## src/rtl/ifetch_byte_assembler_pkg.sv

```systemverilog
`default_nettype none
// ============================================================================
// Module      : ifetch_byte_assembler_pkg
// Description : Shared constants and fetch FSM state encoding for the
//               byte-wide instruction fetch front end.
// Revision    : 1.0 - initial release
// ============================================================================
package ifetch_byte_assembler_pkg;

    // Default BRAM byte-address width (8b x 4096)
    localparam int          C_ADDR_W   = 12;

    // RV32I canonical NOP (addi x0, x0, 0)
    localparam logic [31:0] C_RV32_NOP = 32'h0000_0013;

    // Fetch FSM: IDLE absorbs reset release, FETCH issues bytes,
    // HOLD parks a finished word while the output slot is occupied.
    typedef enum logic [1:0] {
        S_IDLE  = 2'd0,
        S_FETCH = 2'd1,
        S_HOLD  = 2'd2
    } fetch_state_t;

endpackage
`default_nettype wire

```

## src/rtl/ifetch_byte_assembler.sv

```systemverilog
`default_nettype none
// ============================================================================
// Module      : ifetch_byte_assembler
// Description : Walks the PC through a byte-wide instruction BRAM, gathers
//               four little-endian bytes into a 32-bit RV32I word and hands
//               {instr, instr_pc} to decode over valid/ready. A redirect
//               flushes everything and restarts fetch at the new PC.
// Revision    : 1.0 - initial release
// ============================================================================
module ifetch_byte_assembler
    import ifetch_byte_assembler_pkg::*;
#(
    parameter int                ADDR_W   = C_ADDR_W,
    parameter logic [ADDR_W-1:0] RESET_PC = '0
) (
    input  logic              clk,
    input  logic              rst_n,
    output logic              mem_en,
    output logic [ADDR_W-1:0] mem_addr,
    input  logic [7:0]        mem_rdata,
    output logic              instr_valid,
    input  logic              instr_ready,
    output logic [31:0]       instr,
    output logic [ADDR_W-1:0] instr_pc,
    input  logic              redirect_valid,
    input  logic [ADDR_W-1:0] redirect_pc
);

    fetch_state_t      r_state;
    fetch_state_t      w_state_nxt;

    logic [ADDR_W-1:0] r_pc;
    logic [1:0]        r_byte_cnt;
    logic              r_inflight;
    logic [1:0]        r_lane;
    logic [31:0]       r_asm;
    logic              r_asm_full;
    logic              r_instr_valid;
    logic [31:0]       r_instr;
    logic [ADDR_W-1:0] r_instr_pc;

    logic              w_drain;
    logic              w_word_done;
    logic              w_stall;
    logic              w_issue;
    logic [31:0]       w_word;
    logic [ADDR_W-1:0] w_word_pc;

    // The lane-3 byte arriving on mem_rdata completes the word. If the output
    // slot cannot take it, the byte issue of that same cycle is suppressed so
    // the parked word in r_asm is never overwritten by a following byte.
    assign w_drain     = r_instr_valid && instr_ready;
    assign w_word_done = r_inflight && (r_lane == 2'd3);
    assign w_word      = {mem_rdata, r_asm[23:0]};
    assign w_stall     = w_word_done && r_instr_valid && !instr_ready;
    assign w_issue     = (r_state == S_FETCH) && !w_stall;
    // r_pc has already advanced past the word once its last byte was issued
    assign w_word_pc   = r_pc - ADDR_W'(4);

    assign mem_en      = w_issue;
    assign mem_addr    = w_issue ? (r_pc + ADDR_W'(r_byte_cnt)) : '0;
    assign instr_valid = r_instr_valid;
    assign instr       = r_instr;
    assign instr_pc    = r_instr_pc;

    // State register
    always_ff @(posedge clk or negedge rst_n) begin
        if (!rst_n) begin
            r_state <= S_IDLE;
        end else begin
            r_state <= w_state_nxt;
        end
    end

    // Next-state logic; a redirect always lands in FETCH
    always_comb begin
        w_state_nxt = r_state;
        case (r_state)
            S_IDLE:  w_state_nxt = S_FETCH;
            S_FETCH: if (w_stall) w_state_nxt = S_HOLD;
            S_HOLD:  if (w_drain) w_state_nxt = S_FETCH;
            default: w_state_nxt = S_IDLE;
        endcase
        if (redirect_valid) begin
            w_state_nxt = S_FETCH;
        end
    end

    // PC walk and in-flight read tracking
    always_ff @(posedge clk or negedge rst_n) begin
        if (!rst_n) begin
            r_pc       <= RESET_PC;
            r_byte_cnt <= 2'd0;
            r_inflight <= 1'b0;
            r_lane     <= 2'd0;
        end else if (redirect_valid) begin
            r_pc       <= redirect_pc & ~ADDR_W'(3);
            r_byte_cnt <= 2'd0;
            r_inflight <= 1'b0;
            r_lane     <= 2'd0;
        end else begin
            r_inflight <= w_issue;
            if (w_issue) begin
                r_lane     <= r_byte_cnt;
                r_byte_cnt <= r_byte_cnt + 2'd1;
                if (r_byte_cnt == 2'd3) begin
                    r_pc <= r_pc + ADDR_W'(4);
                end
            end
        end
    end

    // Byte-lane assembly and parking of a finished word that cannot leave yet
    always_ff @(posedge clk or negedge rst_n) begin
        if (!rst_n) begin
            r_asm      <= '0;
            r_asm_full <= 1'b0;
        end else if (redirect_valid) begin
            r_asm_full <= 1'b0;
        end else begin
            if (r_inflight && !w_word_done) begin
                r_asm[{r_lane, 3'b000} +: 8] <= mem_rdata;
            end
            if (w_stall) begin
                r_asm      <= w_word;
                r_asm_full <= 1'b1;
            end else if (r_asm_full && w_drain) begin
                r_asm_full <= 1'b0;
            end
        end
    end

    // Output slot: load a fresh or parked word when empty or draining
    always_ff @(posedge clk or negedge rst_n) begin
        if (!rst_n) begin
            r_instr_valid <= 1'b0;
            r_instr       <= '0;
            r_instr_pc    <= '0;
        end else if (redirect_valid) begin
            r_instr_valid <= 1'b0;
        end else if (w_word_done && (!r_instr_valid || instr_ready)) begin
            r_instr_valid <= 1'b1;
            r_instr       <= w_word;
            r_instr_pc    <= w_word_pc;
        end else if (r_asm_full && w_drain) begin
            r_instr_valid <= 1'b1;
            r_instr       <= r_asm;
            r_instr_pc    <= w_word_pc;
        end else if (w_drain) begin
            r_instr_valid <= 1'b0;
        end
    end

endmodule
`default_nettype wire
```

## config.mk

```make
export PLATFORM = sky130hd
export DESIGN_NAME = ifetch_byte_assembler
export DESIGN_NICKNAME = d
export VERILOG_FILES = /design/src/rtl/ifetch_byte_assembler_pkg.sv /design/src/rtl/ifetch_byte_assembler.sv
export SDC_FILE = /design/constraint.sdc
export NUM_CORES = 1
export LEC_CHECK = 0
export ABC_CLOCK_PERIOD_IN_PS = 2800
export CORE_MARGIN = 2
export CORE_UTILIZATION = 43
export CTS_CLUSTER_SIZE = 14
export DETAILED_ROUTE_END_ITERATION = 6
export GPL_ROUTABILITY_DRIVEN = 0
export GPL_TIMING_DRIVEN = 0
export HOLD_SLACK_MARGIN = 0.05
export PLACE_DENSITY = 0.69
export SLEW_MARGIN = 10
export SYNTH_ARGS = -nofsm -noshare
export SYNTH_HDL_FRONTEND = slang
export SYNTH_SLANG_ARGS = --single-unit
export TNS_END_PERCENT = 1
```

## constraint.sdc

```tcl
create_clock -name clk -period 2.8 [get_ports clk]
set_input_delay 0.28 -clock clk [delete_from_list [all_inputs] [get_ports clk]]
set_output_delay 0.28 -clock clk [all_outputs]
set_load 0.03 [all_outputs]
```

==> results.toml, run 1 <==
[status]
status = "finished, final reports clean"

[logic_synthesis]
syn-instance-count = 374
synth_top_cell_area_share_pct = 54.24
synth_mux_area_share_pct = 16.07
synthSimpleGateAreaFrac_pct = 15.34
synth_edf_count = 0
syn_avg_cell_area_um2 = 11.47
synth_compound_area_share_pct = 5.424
synth_top_family_by_area = "multiplexers"
ys_seq_area_share_pct = 54.24
synth_ff_type = "dfrtp_1"
ys_ff_latch = 93
synth_cell_types = 44
yosysWarnings = 0
yosys.area_share.adder_pct = 2.333
synthXorXnorAreaFrac_pct = 3.062
yosysTopAreaCell = "dfrtp_1"
syn-cell-area_um2 = 4290
synthTopCellsByArea = "dfrtp_1 (54%), mux2_2 (14%), nand2_1 (5.8%), o21ai_0 (3.5%), ha_1 (2.3%)"
synthArstFlopShare_pct = 100.0

[cells_and_area]
fin_cells = 604
fin_area_um2 = 5483
finish.utilization_pct = 56.35
nFillCells = 855
area_growth_pct = 27.79
drive_gt1_share_pct = 20.17
antenna_cells = 0
final_nets = 498

[pwr]
swShare_pct = 27.80
clockPowerShare_pct = 34.5
seqPwrFrac_pct = 50.0
power_uw = 2935
p_switching_uw = 815.9
p_comb_share_pct = 15.4
cellInternalPower_uw = 2119
max-vdd-ir-drop_mv = 0.2500
powerDensity_nw_per_um2 = 535.2
leakage_uw = 0.002502

[global_route]
grt_use_total_pct = 17.78
grt_overflow = 0
antenna_found_initial = 0
grt_pass1_vias = 3030
grt_pass1_wl_mm = 15.27
grt_max_degree = 48

[detailed_routing]
routed_wl_mm = 9.065
viasPerCell = 5.003
ant_nets = 0
via_count = 3022
drt_iter0_markers = 168
route.detailed.drc = 0
firstDrtPassIters = 4
avgRoutedWirePerCell_um = 15.01

[die]
die-area_um2 = 10790
die_x_um = 103.9
die_h_um = 103.9
fp.coreArea_um2 = 9729
ios = 82
start_util_pct = 44.10
rows = 36

[timing]
finalHoldViolCount = 0
final.hold.worst_slack_ns = 0.4646
final.period_utilization_pct = 97.13
rsz0062_at_grt = "true"
finalSetupViolCount = 0
fin_skew_ns = 0.01094
worstMarginPinSlew_ns = 0.9378
period_minus_slack_ns = 2.720
maxSlewHeadroom_pct = 37.35
slew_viol_final = 0
clock.fmax_ghz = 0.3677

[worst_setup_path]
worstPathCellList = "ha_1 > and4b_1 > buf_2 > nor3b_4 > buf_4 > and2_1 > clkdlybuf4s15_1"
r2r_start = "r_lane[0]$_DFFE_PN0P_"
cp_slowest_stage_delay_ns = 0.47
reg2regPathDepth = 5
r2r_slack_ns = 0.69
path_max_fanout = 10
worst-setup-path-type = "flip-flop to output port"
slowest_stage = "dfrtp_1"
crit_start = "r_lane[0]$_DFFE_PN0P_"
endpoint_kind = "output port"
start_kind = "flip-flop"
reg2reg_to = "r_asm[23]$_DFFE_PN0P_"
required_ns = 2.52
arrival_ns = 2.44

[clock_tree]
htree_levels = 3
cts_root_buf = "clkbuf_8"
cts_buffers = 9
clk_pin_slew_worst_paths_ns = 0.09
cts_tree = "yes"
insertion_delay_ns = 0.37
cts.path.max_buffers = 2
clock-sinks = 93

[placed_design]
port_buffers = 76
dp.cells = 585
dpl.hpwl_mm = 6.459
placed_cell_area_um2 = 5246

[worst_hold_path]
hold_path_class = "primary input to async pin"

[flow_run]
drv_cap = 0
==> worst max path at each step <==
| stage | cells after the start | endpoint |
|---|---|---|
| after floorplan | 6 | mem_addr[10] |
| after global placement | 1 | instr[13]$_DFFE_PN0P_ |
| after detailed placement | 7 | mem_addr[10] |
| after CTS | 7 | mem_addr[11] |
| after global routing | 7 | mem_addr[9] |
| final | 7 | mem_addr[9] |
==> per-layer routing <==
metal | vias to the layer above | GRT usage (%) | part of all wire, %
li1 | 1453 | - | -
met1 | 1474 | 24.41 | 47
met2 | 74 | 27.30 | 46
met3 | 21 | 3.697 | 4.4
met4 | 0 | 7.915 | 2.8
met5 | - | 0 | 0
==> cell type report <==
type	count	area [um2]	share of cell area (%)
Tap cell	133	166.4	3.035
Sequential cell	93	2327	42.45
Multi-Input combinational cell	255	1819	33.18
Timing Repair Buffer	80	794.5	14.49
Buffer	20	121.4	2.214
Inverter	7	26.28	0.4792
Clock inverter	7	103.9	1.894
Clock buffer	9	123.9	2.259
==> power groups by stage <==
stage	Clock, uW	Combinational, uW	Sequential (uW)
after CTS	1040	457	1470
after floorplan	0	206	1540
after global placement	0	456	1490
after detailed placement	0	467	1490
final	1010	453	1470
after global routing	1100	494	1480
==> cells in the mapped netlist (2+ instances only) <==
library cell and n:
buf_6 4, nor4_1 4, a21oi_1 4, buf_2 4
clkbuf_1 8, nor3_1 4, and2_1 12, buf_4 3
mux2_2 54, dfrtp_1 93, o21ai_0 30, xor2_1 5
and3_1 2, nor3b_1 6, nand3_1 4, inv_1 7
nor2_1 12, ha_1 8, nand2_1 66, nand2b_1 3
mux2i_1 7, nand3b_1 3, xnor2_1 10
==> cells in the final DEF, fill, tap and decap left out, types with 5 or more instances in the layout <==
cell	n
and2_1	12
buf_4	6
clkbuf_1	8
clkbuf_8	9
clkdlybuf4s15_1	9
clkdlybuf4s50_1	62
dfrtp_1	93
ha_1	8
inv_1	7
mux2_2	54
mux2i_1	7
nand2_1	66
nor2_1	12
nor3b_1	6
o21ai_0	30
xnor2_1	10
xor2_1	5
==> per-stage QoR <==
stage,TNS [ns],setup WS (ns)
2_1_floorplan,0,0.5616
3_3_place_gp,-181.59,-1.941
5_1_grt,-0.007888,-0.007888
3_5_place_dp,-1.840,-0.2021
6_report,0,0.08037
4_1_cts,0,0.01782
==> worst max-delay path: cells and delay by family, from the launching register on <==
kind | cells | cell delay [ns]
buffers and inverters | 3 | 0.72
flip-flops | 1 | 0.47
adder cells (fa/ha/maj) | 1 | 0.30
AND/OR/NAND/NOR | 3 | 0.57
==> flip-flops by register name (all words and copies together), names as in the netlist <==
name / cells
instr: 32
r_lane: 2
instr_valid: 1
r_asm_full: 1
instr_pc: 10
r_byte_cnt: 2
r_inflight: 1
r_asm: 32
r_pc: 10
r_state: 2
==> cells by family (layout without fill, tap and decap cells) <==
| group | after synthesis | after routing |
|---|---|---|
| flip-flops | 93 | 93 |
| AND/OR/NAND/NOR | 127 | 127 |
| adder cells (fa/ha/maj) | 8 | 8 |
| multiplexers | 62 | 62 |
| buffers and inverters | 27 | 123 |
| AO/OA/AOI/OAI | 41 | 41 |
| other | 1 | 2 |
| XOR/XNOR | 15 | 15 |
==> repair_timing <==
item                                    in CTS  in global routing
hold buffers                                 1                  0
buffers inserted                             2                  0
endpoints found under the hold margin       46                  0
endpoints found under the setup margin      13                 12
gates resized for setup                     13                 15
pin swaps                                    1                  0
(Power assumes the default switching activity.)
==> inputs of run 2 (changes only) <==
Settings changed: ABC_CLOCK_PERIOD_IN_PS 2800 to 2570, CAP_MARGIN set to 20.
Clock period 2.8 ns to 2.57 ns, I/O delays scaled along.
==> results.toml, run 2 (synthesized netlist as in run 1, its figures left out) <==
[worst_setup_path]
slowest_stage = "dfrtp_2"
required_ns = 2.31
start_kind = "flip-flop"
reg2regPathDepth = 5
cp_slowest_stage_delay_ns = 0.47
reg2reg_to = "r_asm[23]$_DFFE_PN0P_"
r2r_slack_ns = 0.51
r2r_start = "r_lane[0]$_DFFE_PN0P_"
path_max_fanout = 10
crit_start = "r_lane[0]$_DFFE_PN0P_"
worstPathCellList = "ha_2 > and4b_1 > buf_2 > nor3b_4 > buf_4 > clkdlybuf4s15_1"
worst-setup-path-type = "flip-flop to output port"
arrival_ns = 2.23
endpoint_kind = "output port"
worstSetupEndpoint = "mem_en"

[timing]
timing.final.ws_setup_ns = 0.08446
rsz0062_at_grt = "false"
final.period_utilization_pct = 96.71
finalSetupViolCount = 0
fin_skew_ns = 0.01076
slew_viol_final = 0
finalHoldViolCount = 0
worstMarginPinSlew_ns = 0.9395
maxSlewHeadroom_pct = 37.23
period_minus_slack_ns = 2.486
clock.fmax_ghz = 0.4023

[die]
start_util_pct = 44.10
rows = 36
fp.coreArea_um2 = 9729
die_x_um = 103.9
die_h_um = 103.9
die-area_um2 = 10790
ios = 82

[cells_and_area]
antenna_cells = 0
final_nets = 498
area_growth_pct = 26.86
final_cell_mix = "dfrtp_1 (92), nand2_1 (66), clkdlybuf4s50_1 (62)"
drive_gt1_share_pct = 22.51
final_common_cell = "dfrtp_1"

[placed_design]
port_buffers = 76
dp_slack_ns = -0.3861
dpl.hpwl_mm = 6.459

[clock_tree]
clk_pin_slew_worst_paths_ns = 0.09
cts_buffers = 9
insertion_delay_ns = 0.36
cts_root_buf = "clkbuf_8"
htree_levels = 3
cts_tree = "yes"
clock-sinks = 93
cts.path.max_buffers = 2

[detailed_routing]
drt_iter0_markers = 137
firstDrtPassIters = 4
routed_wl_mm = 9.090
viasPerCell = 5.008
via_count = 3025
route.detailed.drc = 0
ant_nets = 0
avgRoutedWirePerCell_um = 15.05

[global_route]
grt_pass1_vias = 3029
grt_overflow = 0
grt_use_total_pct = 17.75
grt_max_degree = 48
antenna_found_initial = 0
grt_pass1_wl_mm = 15.26

[worst_hold_path]
hold_path_class = "primary input to async pin"

[pwr]
leakage_uw = 0.002497
max-vdd-ir-drop_mv = 0.2717
power_uw = 3190
powerDensity_nw_per_um2 = 586.1

[status]
status = "finished, final reports clean"

[flow_run]
drv_cap = 0
run 2: changes by cell type in the layout (fill, tap and decap cells not counted), sizes merged:
| cell | previous run | this run |
|---|---|---|
| buf | 16 | 28 |
| dlygate4sd2 | 1 | 0 |
| clkdlybuf4s15 | 9 | 1 |
| clkbuf | 20 | 17 |
run 2: worst max-delay path, delay by kind of cell, from the launching register on:
kind / cells / cell delay [ns]
flip-flops: 1 / 0.47
adder cells (fa/ha/maj): 1 / 0.24
AND/OR/NAND/NOR: 2 / 0.42
buffers and inverters: 3 / 0.74
run 2: worst min-delay path by stage:
stage | start | endpoint | slack, ns
after floorplan | rst_n | instr[0]$_DFFE_PN0P_ | -0.04
after global placement | r_asm[15]$_DFFE_PN0P_ | r_asm[15]$_DFFE_PN0P_ | 0.46
after detailed placement | rst_n | r_pc[4]$_DFFE_PN0P_ | 0.31
after CTS | redirect_pc[7] | r_pc[7]$_DFFE_PN0P_ | 0.44
after global routing | redirect_pc[7] | r_pc[7]$_DFFE_PN0P_ | 0.47
final | rst_n | r_pc[4]$_DFFE_PN0P_ | 0.44
run 2: per-stage QoR:
step | cells | TNS (ns) | util (%) | instance area [um2] | hold slack, ns
4_1_cts | 604 | 0 | 56.11 | 5459 | 0.4362
3_3_place_gp | 584 | -203.24 | 53.67 | 5221 | 0.4603
3_5_place_dp | 585 | -4.232 | 53.92 | 5246 | 0.3137
2_1_floorplan | 375 | 0 | - | 4294 | -0.03859
6_report | 604 | 0 | 55.94 | 5443 | 0.4431
5_1_grt | 604 | 0 | 55.94 | 5443 | 0.4684
run 2: metal layers:
metal  GRT usage, %  share of wire (%)
met3          3.759                3.7
met4          7.819                3.1
met5              0                  0
met1          24.37                 47
met2          27.26                 46
run 2: area by class of cell:
cell class                 count  area, um2
buffer                        20      121.4
clock buffer                   9      123.9
clock inverter                 7      103.9
fill                         860       4287
inverter                       7      26.28
multi-input combinational    255       1822
sequential                    93       2328
tap                          133      166.4
timing repair buffer          80      750.7
run 2: report_power, final:
| group | leakage [uW] | internal, uW | total, uW | switching [uW] |
|---|---|---|---|---|
| Sequential | 0.00125 | 1540 | 1600 | 57.4 |
| Combinational | 0.00114 | 199 | 488 | 289 |
| Clock | 0.000108 | 561 | 1100 | 541 |
run 2: repair_timing:
action                                  in CTS  in global routing
endpoints found under the hold margin       46                  0
hold buffers                                 1                  0
resized for setup                           58                  6
gates cloned                                 0                  0
endpoints found under the setup margin      13                  4
pin swaps                                    1                  0
setup buffers                                2                  0
==> inputs of run 3 (changes only) <==
Settings changed: CORE_MARGIN 2 to 8.
==> results.toml, run 3 (synthesized netlist as in run 1, its figures left out) <==
[worst_setup_path]
path_max_fanout = 10
required_ns = 2.31
path_delay_family = "simple AND/OR/NAND/NOR gates"
endpoint_kind = "output port"
cp_slowest_stage_delay_ns = 0.47
start_kind = "flip-flop"
arrival_ns = 2.20
worstPathCellList = "ha_2 > and4b_1 > buf_2 > nor3b_4 > buf_4 > and2_1 > buf_2"
slowest_stage = "dfrtp_2"
path_buf_inv = 3
worst-setup-path-type = "flip-flop to output port"
cpMostUsedCell = "buf_2"

[placed_design]
port_buffers = 76
dp.cells = 585
dpl.hpwl_mm = 6.845

[cells_and_area]
antenna_cells = 0
final_common_cell = "dfrtp_1"
final_cell_mix = "dfrtp_1 (92), nand2_1 (66), clkdlybuf4s50_1 (62)"
drive_gt1_share_pct = 22.72
final_nets = 498
fin_cells = 604
area_growth_pct = 26.07

[pwr]
swShare_pct = 29.96
clockPowerShare_pct = 30.9
powerDensity_nw_per_um2 = 559.1
cellInternalPower_uw = 2118
max-vdd-ir-drop_mv = 0.2963
leakage_uw = 0.002490
seqPwrFrac_pct = 52.9
p_switching_uw = 906.0
p_comb_share_pct = 16.2

[detailed_routing]
avgRoutedWirePerCell_um = 15.37
drt_iter0_markers = 136
routed_wl_mm = 9.286
route.detailed.drc = 0
viasPerCell = 4.995
ant_nets = 0
firstDrtPassIters = 4
via_count = 3017

[timing]
period_minus_slack_ns = 2.460
fin_setup_tns_ns = 0
clock.fmax_ghz = 0.4065
final.period_utilization_pct = 95.72
fin_skew_ns = 0.01173
finalSetupViolCount = 0
finalHoldViolCount = 0
final.hold.worst_slack_ns = 0.4160
worstMarginPinSlew_ns = 0.8670
rsz0062_at_grt = "false"
maxSlewHeadroom_pct = 42.07
slew_viol_final = 0

[clock_tree]
cts_buffers = 9
htree_levels = 3
clk_pin_slew_worst_paths_ns = 0.10
insertion_delay_ns = 0.36
cts_root_buf = "clkbuf_8"
cts.path.max_buffers = 2
clock-sinks = 93
cts_tree = "yes"

[die]
rows = 36
die_h_um = 115.9
start_util_pct = 44.10
ios = 82
fp.coreArea_um2 = 9729
die_x_um = 115.9
die-area_um2 = 13430

[global_route]
antenna_found_initial = 0
grt_overflow = 0
grt_pass1_wl_mm = 15.12
grt_use_total_pct = 14.54
grt_pass1_vias = 3016
grt_max_degree = 51

[flow_run]
drv_cap = 0

[worst_hold_path]
hold_path_class = "primary input to async pin"

[status]
status = "finished, final reports clean"
[run 3: changes by cell type in the layout (fill, tap and decap cells not counted), sizes merged]
cell,delta
clkdlybuf4s15,+1
bufinv,-2
clkinv,+2
inv,+2
buf,-1
clkinvlp,-2
[run 3: metrics by stage]
stage	cell area [um2]	util [%]	total power (uW)	worst slack [ns]
after floorplan	4294	-	1901	0.3546
after global placement	5221	53.67	2127	-2.129
after detailed placement	5246	53.92	2141	-0.3744
after CTS	5406	55.57	3057	0.02925
after global routing	5409	55.59	3169	0.002260
final	5409	55.59	3024	0.1099
[run 3: routing by layer]
layer | GRT usage, % | routed length [um] | share of wire, % | up-vias
met5 | 0 | 0 | 0 | -
met4 | 6.309 | 159 | 1.7 | 0
met3 | 2.970 | 496 | 5.3 | 12
met2 | 23.62 | 4553 | 49 | 59
met1 | 18.36 | 4076 | 44 | 1494
li1 | - | - | - | 1452
[run 3: power groups by stage]
stage	clock [uW]	combinational, uW	sequential, uW
4_1_cts	958	499	1600
3_3_place_gp	0	501	1630
6_report	935	491	1600
3_5_place_dp	0	513	1630
2_1_floorplan	0	225	1680
5_1_grt	1020	535	1610
[run 3: area by class of cell]
| type | instances | area, um2 |
|---|---|---|
| sequential | 93 | 2328 |
| fill | 873 | 4320 |
| buffer | 20 | 121.4 |
| clock inverter | 7 | 62.56 |
| clock buffer | 9 | 123.9 |
| multi-input combinational | 255 | 1822 |
| inverter | 7 | 26.28 |
| tap | 133 | 166.4 |
| timing repair buffer | 80 | 758.2 |
[run 3: final timing paths]
check / start / endpoint / slack (ns) / cells past startpoint
max: r_lane[0]$_DFFE_PN0P_ / mem_addr[10] / 0.11 / 7
min: rst_n / r_pc[8]$_DFFE_PN0P_ / 0.42 / 2
max reg2reg: r_lane[0]$_DFFE_PN0P_ / r_lane[0]$_DFFE_PN0P_ / 0.56 / 8
min reg2reg: r_asm[4]$_DFFE_PN0P_ / r_asm[4]$_DFFE_PN0P_ / 0.49 / 2
max in group asynchronous: rst_n / r_inflight$_DFF_PN0_ / 1.51 / 3
min in group clk: redirect_pc[7] / r_pc[7]$_DFFE_PN0P_ / 0.44 / 3
[run 3: timing repair]
action	CTS	global route
gates resized for setup	62	1
pin swaps	1	0
setup endpoints to repair	13	13
hold buffers	1	0
buffers inserted	2	0
hold endpoints to repair	43	0
cloned	0	0
==> patch 1: new RTL, config.mk and constraints of run 3 <==
Encoding of `fetch_state_t`: now one-hot (3 bits for 3 states).
--- a/src/rtl/ifetch_byte_assembler_pkg.sv
+++ b/src/rtl/ifetch_byte_assembler_pkg.sv
@@ -15,10 +15,10 @@
 
     // Fetch FSM: IDLE absorbs reset release, FETCH issues bytes,
     // HOLD parks a finished word while the output slot is occupied.
-    typedef enum logic [1:0] {
-        S_IDLE  = 2'd0,
-        S_FETCH = 2'd1,
-        S_HOLD  = 2'd2
+    typedef enum logic [2:0] {
+        S_IDLE  = 3'b001,
+        S_FETCH = 3'b010,
+        S_HOLD  = 3'b100
     } fetch_state_t;
 
 endpackage
Check against the original RTL: no difference found for any inputs over 4 cycles, from zero or initial values and one cycle with rst_n low; so few cycles prove little.
==> patch 1 against run 3 <==
  * Core utilization is 1.1 points higher
  * Non-clock buffer count unchanged
  * Worst setup slack lost 0.0039 ns
  * Cell area rose by 2.9%
  * First-iteration DRC count fell by 26%
  * Largest cell class unchanged
  * Critical endpoint unchanged
  * Synthesized area up 1.6%
  * Wire length increased by 5.9%
  * Sequential cell count up 1
Power is not compared: it rests on default switching activity, and its combinational part moved more than twofold at a synthesized area within 25%.
==> patch 1: results (changes against run 3) <==
Status
  – Status: completed (unchanged)

Logic synthesis
  – Register area share after synthesis: 54.01% (was 54.24%)
  – Fraction of the mapped netlist area in adder cells: 2.297% (was 2.333%)
  – Post-synthesis compound-gate area fraction: 6.460% (was 5.424%)
  – Xor-xnor portion of the synthesized cell area: 2.814% (was 3.062%)
  – Cells after Synth: 381 (was 374)
  – Top cells by count, synth: dfrtp_1 (93), nand2_1 (64), mux2_2 (52) (was dfrtp_1 (93), nand2_1 (66), mux2_2 (54))
  – Unique masters post-synth: 49 (was 44)
  – Area contributors post-synth: dfrtp_1 (53%), mux2_2 (13%), nand2_1 (5.5%) (was dfrtp_1 (54%), mux2_2 (14%), nand2_1 (5.8%))
  – Mux share of post-synthesis cell area: 15.36% (was 16.07%)

Clocking
  – TritonCTS Buffers: 9 (unchanged)
  – Clock buffer depth: 2 (unchanged)
  – Root buffer selected by CTS: clkbuf_8 (unchanged)
  – Clock transition at path regs: roughly 0.09 ns

Power
  – Max VDD drop: roughly 0.00038 V
  – Comb pwr share: between 20% and 30%
  – Power Sequential: between 0.0015 and 0.002 W
  – P_leak: between 2 and 3 nW
  – Internal power: 0.002685 W
  – Pwr Density: between 700 and 800 nW/um^2

Drt
  – DR iter-0 viols: 101 (was 136)
  – Drt total wl: 9.833 mm (was 9.286 mm)
  – WL met2: 4.893 mm (was 4.553 mm)
  – Routed wl met3: 465 um (was 496 um)
  – DR WL/cell: 16.15 um (was 15.37 um)
  – DR vias/cell: 5.087 (was 4.995)
  – TritonRoute pass-1 iters: 4 (unchanged)
  – Met1 wire length: 4.228 mm (was 4.076 mm)

Critical path
  – Reg2reg path depth: 5 (was 8)
  – CP Capture Point: mem_addr[10] (unchanged)
  – Reg2reg end: r_asm[23]$_DFFE_PN0P_ (was r_lane[0]$_DFFE_PN0P_)
  – CP Data Arrival Time: between 2 and 2.5 ns
  – FF-to-FF setup slack: 0.50 ns (was 0.56 ns)
  – Worst R2R Start: r_lane[0]$_DFFE_PN0P_ (unchanged)

STA
  – Max-slew headroom: 37.08% (was 42.07%)
  – Fin Clk Skew: 0.009103 ns (was 0.01173 ns)

Global routing
  – Initial antenna violation count: 0 (unchanged)
  – Largest net degree at the start of global routing: 55 (was 51)
  – Vias in the first global route: 3,186 (was 3,016)
  – M1 GR Usage: 18.12% (was 18.36%)
  – Global-route met2 utilization: 25.50% (was 23.62%)
  – Grt met3 use: 2.844% (was 2.970%)
  – First-pass GRT wire length: 15.86 mm (was 15.12 mm)
  – Total track usage: 15.24% (was 14.54%)

Die
  – Die area: 13,610 sq um (was 13,430 sq um)

Place
  – DP Area: 5314 sq um (was 5246 sq um)
  – Cell total after placement: 592 (was 585)
  – I/O Buffers: 76 (unchanged)
  – Dpl hpwl: 7.210 mm (was 6.845 mm)

Hold path
  – Worst min-delay path class: in2reg (was in2async)

Finish
  – Fillers: 875 (was 873)
  – N_diodes: 0 (unchanged)
  – Layout cells sized above 1: 21.22% (was 22.72%)
  – Nets: 503 (was 498)
## patch 1: cell count changes in the layout (fill, tap and decap cells not counted), sizes merged, moves of 4 or more
cell,before,now
buf,27,14
and3,2,14
and2,12,1
clkdlybuf4s15,2,10
xnor2,10,3
xor2,5,11
nor3,5,1
## patch 1: what timing repair did
action | in CTS | in global routing
hold buffers | 1 | 0
cloned | 0 | 0
gates resized for setup | 35 | 2
buffers inserted | 0 | 0
endpoints found under the setup margin | 13 | 10
endpoints found under the hold margin | 39 | 0
## patch 1: critical path: stages, from the launching register on
cell and delay, ns:
dfrtp_1 0.44, ha_1 0.28, nand4b_1 0.21, clkbuf_4 0.24, clkbuf_2 0.20, and3_1 0.18, clkdlybuf4s15_2 0.30
## patch 1: cell type report
type	instances	area share [%]
sequential	94	42.29
multi-input combinational	259	33.23
timing repair buffer	78	14.46
tap	133	2.990
buffer	22	2.473
clock buffer	10	2.293
clock inverter	6	1.799
inverter	7	0.4721
## patch 1: worst min path at each step
stage                                startpoint               endpoint  slack, ns  cells past startpoint
after floorplan                           rst_n   instr[0]$_DFFE_PN0P_      -0.04                      0
after global placement    r_asm[20]$_DFFE_PN0P_  r_asm[20]$_DFFE_PN0P_       0.46                      2
after detailed placement                  rst_n    r_pc[3]$_DFFE_PN0P_       0.28                      1
after CTS                        redirect_valid   r_pc[11]$_DFFE_PN0P_       0.31                      3
after global routing             redirect_valid   r_pc[11]$_DFFE_PN0P_       0.32                      3
final                            redirect_valid   r_pc[11]$_DFFE_PN0P_       0.32                      3
## patch 1: metrics by stage
step | worst slack [ns] | utilization, %
6_report | 0.1060 | 56.68
5_1_grt | 0.0004361 | 56.68
4_1_cts | 0.04636 | 56.65
3_5_place_dp | -0.2454 | 54.12
3_3_place_gp | -2.193 | 53.86
2_1_floorplan | 0.6666 | -
==> patch 2: new RTL, flow settings as in run 3 <==
Without the edit above. Change the package constant `C_ADDR_W` from 12 to 13.
--- a/src/rtl/ifetch_byte_assembler_pkg.sv
+++ b/src/rtl/ifetch_byte_assembler_pkg.sv
@@ -8,7 +8,7 @@
 package ifetch_byte_assembler_pkg;
 
     // Default BRAM byte-address width (8b x 4096)
-    localparam int          C_ADDR_W   = 12;
+    localparam int          C_ADDR_W   = 13;
 
     // RV32I canonical NOP (addi x0, x0, 0)
     localparam logic [31:0] C_RV32_NOP = 32'h0000_0013;
Interface: changed (resized instr_pc, mem_addr and redirect_pc); port bits go from 82 to 85. No check against the original RTL was run, so the function may have changed too.
==> patch 2 against run 3 <==
  * Synthesized area grew 2.5%
  * Cell area is 3.0% higher
  * Combinational power up 24%
  * Synthesized cell count rose by 5.6%
  * Sequential cell count is 2 higher
  * Total power increased by 4.2%
  * Worst setup slack worse by 0.035 ns
  * Wire length rose by 13%
  * Critical path type unchanged
==> patch 2: results (changes against run 3) <==
Status
  – Status: completed (unchanged)

Critical path
  – CP Data Arrival Time: 2.24 ns (was 2.20 ns)
  – Slowest library cell on the worst path: dfrtp_1 (was dfrtp_2)
  – Largest incremental delay on the critical path: 0.44 ns (was 0.47 ns)
  – Critical path peak fanout: 10 (unchanged)
  – Delay-heaviest family, CP: buffers and inverters (was simple AND/OR/NAND/NOR gates)

Logic synthesis
  – Area contributors post-synth: dfrtp_1 (54%), mux2_2 (14%), nand2_1 (5.7%) (was dfrtp_1 (54%), mux2_2 (14%), nand2_1 (5.8%))
  – Register area share after synthesis: 54.07% (was 54.24%)
  – Top cells by count, synth: dfrtp_1 (95), nand2_1 (67), mux2_2 (56) (was dfrtp_1 (93), nand2_1 (66), mux2_2 (54))
  – #FFs+latches synth: 95 (was 93)
  – Unique masters post-synth: 43 (was 44)
  – Async set-reset flop share out of synthesis: 100.0% (unchanged)
  – Synthesized area per cell: 11.13 sq um (was 11.47 sq um)
  – Yosys synthesis warning count: 0 (unchanged)

Global routing
  – Vias in the first global route: 3,406 (was 3,016)
  – First-pass GRT wire length: 17.08 mm (was 15.12 mm)
  – Initial antenna violation count: 0 (unchanged)
  – Total track usage: 16.09% (was 14.54%)
  – Largest net degree at the start of global routing: 54 (was 51)

Place
  – Dpl hpwl: 7.783 mm (was 6.845 mm)
  – I/O Buffers: 80 (was 76)
  – Cell total after placement: 613 (was 585)

Power
  – P_leak: 2.555 nW (was 2.490 nW)
  – Max VDD drop: 0.0002942 V (was 0.0002963 V)

Finish
  – Nets: 522 (was 498)
  – N_diodes: 0 (unchanged)
  – Fillers: 866 (was 873)
  – Layout cells sized above 1: 17.65% (was 22.72%)

Clocking
  – Clock buffer depth: 2 (unchanged)
  – TritonCTS Buffers: 9 (unchanged)
  – Worst-Skew Late Latency: 0.35 ns
  – Root buffer selected by CTS: clkbuf_8 (unchanged)
  – Post-CTS Setup Bufs: 0 (was 2)
  – H-tree depth: 3 (unchanged)
  – Clock transition at path regs: roughly 0.090 ns

Drt
  – DR vias/cell: 5.213 (was 4.995)
  – Drt total wl: 10.46 mm (was 9.286 mm)
  – DR iter-0 viols: 149 (was 136)
  – Vias: 3,279 (was 3,017)
  – TritonRoute pass-1 iters: 4 (unchanged)

STA
  – Worst-Margin Slew: 0.9688 ns (was 0.8670 ns)
  – Fin Clk Skew: 0.006027 ns (was 0.01173 ns)

Hold path
  – Worst min-delay path class: in2async (unchanged)
-- patch 2: cells by family after synthesis --
kind of cell	share of synthesized area, %
muxes	15.94
xor gates and xnor gates	2.590
DFF	54.07
buffers and inverters	3.159
AOI/OAI and AO/OA	5.635
and+or+nand+nor	16.25
adders and majority gates	2.277
other	0.08529
-- patch 2: layer usage --
metal / vias up / wire, um / track usage, %
met5: - / 0 / 0
met2: 103 / 5123 / 25.89
li1: 1558 / - / -
met3: 16 / 631 / 2.925
met1: 1602 / 4499 / 20.69
met4: 0 / 201 / 7.423
-- patch 2: power by group --
group | switching [W] | internal (W)
clock | 0.000506 | 0.000378
sequential | 0.0000688 | 0.00159
combinational | 0.000359 | 0.000252
-- patch 2: worst paths after layout --
| path | cells after the start | end | slack, ns | startpoint |
|---|---|---|---|---|
| worst max-delay path | 5 | mem_addr[1] | 0.07 | r_lane[0]$_DFFE_PN0P_ |
| worst min-delay path | 2 | r_pc[4]$_DFFE_PN0P_ | 0.43 | rst_n |
| worst max register to register | 5 | instr_pc[12]$_DFFE_PN0P_ | 0.26 | r_lane[0]$_DFFE_PN0P_ |
| worst min register to register | 2 | r_asm[1]$_DFFE_PN0P_ | 0.48 | r_asm[1]$_DFFE_PN0P_ |
| max in group asynchronous | 3 | r_asm[8]$_DFFE_PN0P_ | 1.48 | rst_n |
| min in group clk | 3 | r_pc[2]$_DFFE_PN0P_ | 0.47 | redirect_pc[2] |
-- patch 2: final cells by class --
cell class	count	area [sq um]	area share, %
flip-flops and latches	95	2377	42.68
multi-input cells	272	1884	33.83
repair buffers	82	827.0	14.85
well taps	136	170.2	3.055
clock buffers	11	141.4	2.538
plain buffers	21	110.1	1.977
clock inverters	4	30.03	0.5391
inverters	8	30.03	0.5391
-- patch 2: through the flow --
stage / setup slack (ns) / area (sq um)
after floorplan: 0.4723 / 4400
after global placement: -2.200 / 5371
after detailed placement: -0.08757 / 5396
after CTS: 0.06029 / 5564
after global routing: 0.0009908 / 5570
final: 0.07477 / 5570
-- patch 2: timing repair --
action / CTS / global route
hold buffers: 1 / 0
cloned: 0 / 0
gates resized for setup: 13 / 3
endpoints found under the hold margin: 42 / 0
setup endpoints to repair: 12 / 3
-- patch 2: worst reg2reg max path: cells and delay by family (launching register included) --
family / cells / cell delay, ns
AOI/OAI and AO/OA: 1 / 0.49
DFF: 1 / 0.44
muxes: 1 / 0.37
buffers and inverters: 1 / 0.36
adders and majority gates: 1 / 0.28
and+or+nand+nor: 1 / 0.27
